--- config.mk ---
export PLATFORM = sky130hd
export DESIGN_NAME = hamming_secded_decoder_pipe
export DESIGN_NICKNAME = d
export VERILOG_FILES = /design/src/rtl/hamming_secded_decoder_pipe.sv
export SDC_FILE = /design/constraint.sdc
export NUM_CORES = 1
export LEC_CHECK = 0
export CAP_MARGIN = 20
export CORE_MARGIN = 3
export CORE_UTILIZATION = 53
export DETAILED_ROUTE_END_ITERATION = 6
export PLACE_DENSITY = 0.82
export SYNTH_ARGS = -nofsm -noshare
export SYNTH_HDL_FRONTEND = slang
export SYNTH_SLANG_ARGS = --single-unit
--- constraint.sdc ---
create_clock -name clk -period 4.06 [get_ports clk]
set_input_delay 0.812 -clock clk [delete_from_list [all_inputs] [get_ports clk]]
set_output_delay 0.812 -clock clk [all_outputs]
set_load 0.01 [all_outputs]
--- src/rtl/hamming_secded_decoder_pipe.sv ---
// Two-stage pipelined SECDED (extended Hamming) decoder with valid/ready handshake and saturating counters.
// Optional macro HAMMING_SYNDROME_OUT_EN adds syndrome_out = {P,S} of the word currently on data_out.
module hamming_secded_decoder_pipe #(
    parameter int PARITY_BITS = 4,
    parameter int CODE_W      = 2**PARITY_BITS,
    parameter int DATA_W      = 2**PARITY_BITS - PARITY_BITS - 1,
    parameter int CNT_W       = 16
) (
    input  logic                 clk,
    input  logic                 rst_n,
    input  logic                 enable,
    input  logic [CODE_W-1:0]    c_h,
    input  logic                 in_valid,
    output logic                 in_ready,
    output logic [DATA_W-1:0]    data_out,
    output logic                 error,
    output logic                 error_incorrectable,
    output logic                 out_valid,
    input  logic                 out_ready,
    input  logic                 clr_counts,
    output logic [CNT_W-1:0]     corr_count,
`ifdef HAMMING_SYNDROME_OUT_EN
    output logic [PARITY_BITS:0] syndrome_out,
`endif
    output logic [CNT_W-1:0]     uncorr_count
);

    logic [PARITY_BITS-1:0] w_syn;
    logic                   w_par;
    logic                   w_s2Adv;
    logic                   w_s1Adv;
    logic                   w_accept;
    logic                   w_load;
    logic                   w_single;
    logic                   w_double;
    logic                   w_err;
    logic [CODE_W-2:0]      w_flipMask;
    logic [DATA_W-1:0]      w_dataRaw;
    logic [DATA_W-1:0]      w_dataFix;

    logic                   r_s1Valid;
    logic [CODE_W-2:0]      r_s1Code;
    logic [PARITY_BITS-1:0] r_s1Syn;
    logic                   r_s1Par;

    logic                   r_s2Valid;
    logic [DATA_W-1:0]      r_data;
    logic                   r_err;
    logic                   r_errInc;
    logic [CNT_W-1:0]       r_corr;
    logic [CNT_W-1:0]       r_uncorr;

    // Syndrome bit j covers every Hamming position whose index has bit j set.
    for (genvar j = 0; j < PARITY_BITS; j++) begin : g_syn
        logic [CODE_W-2:0] w_mask;
        for (genvar i = 0; i < CODE_W-1; i++) begin : g_bit
            assign w_mask[i] = ((((i + 1) >> j) & 1) == 1) ? c_h[i] : 1'b0;
        end
        assign w_syn[j] = ^w_mask;
    end

    assign w_par    = (^c_h[CODE_W-2:0]) ^ c_h[CODE_W-1];
    assign w_s2Adv  = ~r_s2Valid | out_ready;
    assign w_s1Adv  = ~r_s1Valid | w_s2Adv;
    assign in_ready = enable & w_s1Adv;
    assign w_accept = in_valid & in_ready;
    assign w_load   = r_s1Valid & w_s2Adv;

    assign w_single   = r_s1Par & (r_s1Syn != '0);
    assign w_double   = ~r_s1Par & (r_s1Syn != '0);
    assign w_err      = r_s1Par | (r_s1Syn != '0);
    assign w_flipMask = w_single ? ((CODE_W-1)'(1) << (r_s1Syn - 1'b1)) : '0;

    // Payload bit k is the k-th non-power-of-two position; positions up to p hold clog2(p+1) parity bits.
    for (genvar p = 1; p < CODE_W; p++) begin : g_extract
        if ((p & (p - 1)) != 0) begin : g_dataPos
            assign w_dataRaw[p - $clog2(p + 1) - 1] = r_s1Code[p-1];
            assign w_dataFix[p - $clog2(p + 1) - 1] = r_s1Code[p-1] ^ w_flipMask[p-1];
        end
    end

    always_ff @(posedge clk or negedge rst_n) begin
        if (!rst_n) begin
            r_s1Valid <= 1'b0;
            r_s1Code  <= '0;
            r_s1Syn   <= '0;
            r_s1Par   <= 1'b0;
        end else if (w_s1Adv) begin
            r_s1Valid <= w_accept;
            if (w_accept) begin
                r_s1Code <= c_h[CODE_W-2:0];
                r_s1Syn  <= w_syn;
                r_s1Par  <= w_par;
            end
        end
    end

    // Double errors pass the raw extraction through; everything else is corrected first.
    always_ff @(posedge clk or negedge rst_n) begin
        if (!rst_n) begin
            r_s2Valid <= 1'b0;
            r_data    <= '0;
            r_err     <= 1'b0;
            r_errInc  <= 1'b0;
        end else if (w_s2Adv) begin
            r_s2Valid <= r_s1Valid;
            if (r_s1Valid) begin
                r_data   <= w_double ? w_dataRaw : w_dataFix;
                r_err    <= w_err;
                r_errInc <= w_double;
            end
        end
    end

    // Any P=1 word (including a flipped overall parity bit) counts as corrected.
    always_ff @(posedge clk or negedge rst_n) begin
        if (!rst_n) begin
            r_corr   <= '0;
            r_uncorr <= '0;
        end else if (clr_counts) begin
            r_corr   <= '0;
            r_uncorr <= '0;
        end else if (w_load) begin
            if (r_s1Par && (r_corr != '1)) begin
                r_corr <= r_corr + 1'b1;
            end
            if (w_double && (r_uncorr != '1)) begin
                r_uncorr <= r_uncorr + 1'b1;
            end
        end
    end

`ifdef HAMMING_SYNDROME_OUT_EN
    logic [PARITY_BITS:0] r_synOut;

    always_ff @(posedge clk or negedge rst_n) begin
        if (!rst_n) begin
            r_synOut <= '0;
        end else if (w_s2Adv && r_s1Valid) begin
            r_synOut <= {r_s1Par, r_s1Syn};
        end
    end

    assign syndrome_out = r_synOut;
`else
    // Syndrome and overall parity stay internal to the correction logic.
`endif

    assign out_valid           = r_s2Valid;
    assign data_out            = r_data;
    assign error               = r_err;
    assign error_incorrectable = r_errInc;
    assign corr_count          = r_corr;
    assign uncorr_count        = r_uncorr;

endmodule

==> out/summary.txt <==
status - completed
multi-input gate area in the final layout - 1740 um^2
GRT Total Usage - 21.1%
r2r setup slk - 1.98 ns
number of antenna violations at the first check in global routing - 0
share of cells above drive strength 1 - 11.2%
area delta synth->final - 28.0%
Logic pwr share - 24.1%
grt total ovfl - 0
Die W - 85.8 um
ys async rst share - 100%
DRC viols - 0
vias in the first global route - 2672
ys flop type - dfrtp_1
die area - 7350 um^2
Rows - 28
critical path arrival - 2.45 ns
clock latency on the worst-skew pair - 0.34 ns
Max H-tree Level - 3
post-synthesis register bit count - 63
drt wl/cell - 14.7 um
CTS resizes - 0
crit end category - output port
fillers - 467
Final Instance Area - 4310 um^2
Required @ worst endpoint - 3.25 ns
vias - 2671
Sw Share - 30.5%
Period Utilization, post-route - 80.4%
detailed-route wire length - 7140 um
worst ir drop on vdd - 0.277 mV
Slew headroom - 37.9%
actual slew at the worst max-slew pin - 0.932 ns
number of I/O pins - 69
Core ar. - 6030 um^2
Vias/cell - 5.48
Synth top cells by count - dfrtp_1, nor2_1, xnor2_1, nand2_1, a21oi_1
Pint - 1.23 mW
Clock Skews - 0.00821 ns
post-synth top area cell - dfrtp_1
Critical R2R Capture - r_s1Code[11]$_DFFE_PN0P_
first-pass iteration count of the detailed router - 4
unrepaired setup endpoints after global routing - no
Hold Startpoint - data_out[6]$_DFFE_PN0P_
CP Launch Type - input port
Hold Buf Count CTS - 0
EDFF count, synth - 0
largest net degree at the start of global routing - 43
TritonCTS Buffers - 9
Cell Area, Placed - 4120 um^2
Final Hold Fails - 0
endpoints failing setup - 0
HP Class - reg -> reg
minimum clock period - 3.26 ns
initial drt markers - 125
P_leak - 1.67 nW
clock-pin slew on the worst setup and hold paths - 0.08 ns
total power - 1.76 mW
Core Util, Final - 71.6%
WHS Endpoint - data_out[6]$_DFFE_PN0P_
FF+latch area - 1580 um^2
CTS tree - yes
global-route wire length before repair - 12300 um
Final HPWL DP - 5360 um
Seq/Total Area, Yosys - 46.8%
max cap viols - 0
PortBufs - 68
worst setup path class - in -> out
clock network fraction of total power - 30.8%
PD cells - 409 nW/um^2
Sink Count - 63
Final WS setup - 0.796 ns
syn avg cell area - 10.1 um^2
Max Clk Rate - 306 MHz
Post-DRT Antenna Nets - 0
worst slack, placed - 0.817 ns
Placer Congestion - 0.864
Antenna diodes - 0
Sw Pwr - 0.538 mW
Ys Warns - 0
Setup Fix Bufs, Post-CTS - 0
synth unique cells - 48
TNS Setup - 0 ns
R2R Path Start - out_valid$_DFFE_PN0P_
Seq pwr share - 45.1%
top cell type's share of synthesized area - 46.8%
final net count - 431
Die Span Y - 85.8 um
Post-Synthesis Cells - 335
Max Slew Vio Count - 0
worst-path fanout max - 4
Max clock buf depth - 2
Hold Path Stages - 2
Initial Util - 55.9%
count leader, synth - dfrtp_1
Synth Net Count - 359
Mapped Area - 3370 um^2
reg2reg path depth - 4
Synth area leaders - dfrtp_1, xnor2_1, nor2_1
root buf cell - clkbuf_8
==> cell families after synthesis <==
logic type / share of synthesized area (%)
xor gates and xnor gates: 16.5
muxes: 4.42
adders and majority gates: 0.742
AOI/OAI and AO/OA: 5.94
and+or+nand+nor: 24.0
buffers and inverters: 1.63
DFF: 46.8
==> flip-flops by register name, summed over array words and instances, names as in the netlist <==
signal               flops
error                    1
data_out                11
uncorr_count            16
r_s1Syn                  4
r_s1Valid                1
corr_count              16
r_s1Code                11
r_s1Par                  1
out_valid                1
error_incorrectable      1
==> how the worst max path moves through the flow <==
stage,start,slack (ns),end,cells past startpoint
global route,out_ready,0.72,in_ready,5
global placement,out_ready,0.85,in_ready,5
detailed placement,out_ready,0.82,in_ready,5
finish,out_ready,0.80,in_ready,5
CTS,out_ready,0.80,in_ready,5
floorplan,out_ready,1.86,in_ready,3
==> area by class of cell <==
class                      count  share of cell area [%]
clock inverter                 7                    1.71
tap                           75                    2.18
sequential                    63                    36.6
clock buffer                   9                    2.87
timing repair buffer          71                    16.2
inverter                       2                   0.174
multi-input combinational    260                    40.3
==> per-stage QoR <==
stage	instances	hold slack, ns
finish	487	0.527
global placement	471	0.507
floorplan	335	0.501
CTS	487	0.532
detailed placement	471	0.514
global route	487	0.560
==> worst max-delay path, cell delays in order <==
cell and delay (ns):
clkdlybuf4s50_1 0.45, nor2b_1 0.34, nand2_1 0.18, and2_1 0.19
clkdlybuf4s50_1 0.47
==> cell usage in the layout (no fill, tap or decap), drive strengths merged, types with 3 or more instances in the layout <==
cell            n
clkdlybuf4s50  67
dfrtp          63
nor2           53
xnor2          45
nand2          23
a21oi          17
xor2           16
nand3          15
mux2           12
nor4           10
o21ai          10
clkbuf          9
nand4           8
and3            8
nor3            7
or3             4
o211ai          4
clkinvlp        4
buf             4
nand2b          3
nor4b           3
or4             3
==> power groups by stage <==
| stage | Sequential, mW | Clock, mW | Combinational [mW] |
|---|---|---|---|
| 5_1_grt | 0.810 | 0.582 | 0.468 |
| 4_1_cts | 0.796 | 0.552 | 0.432 |
| 6_report | 0.795 | 0.543 | 0.426 |
| 2_1_floorplan | 0.806 | 0 | 0.234 |
| 3_5_place_dp | 0.808 | 0 | 0.429 |
| 3_3_place_gp | 0.805 | 0 | 0.417 |
==> per-layer routing <==
layer | wire, um | vias to the layer above | global-route usage, %
met3 | 371 | 14 | 3.75
met5 | 0 | - | 0
met4 | 155 | 0 | 9.50
li1 | - | 1308 | -
met2 | 3490 | 71 | 33.7
met1 | 3120 | 1278 | 28.2
No activity file was read; power rests on OpenSTA's default activity.
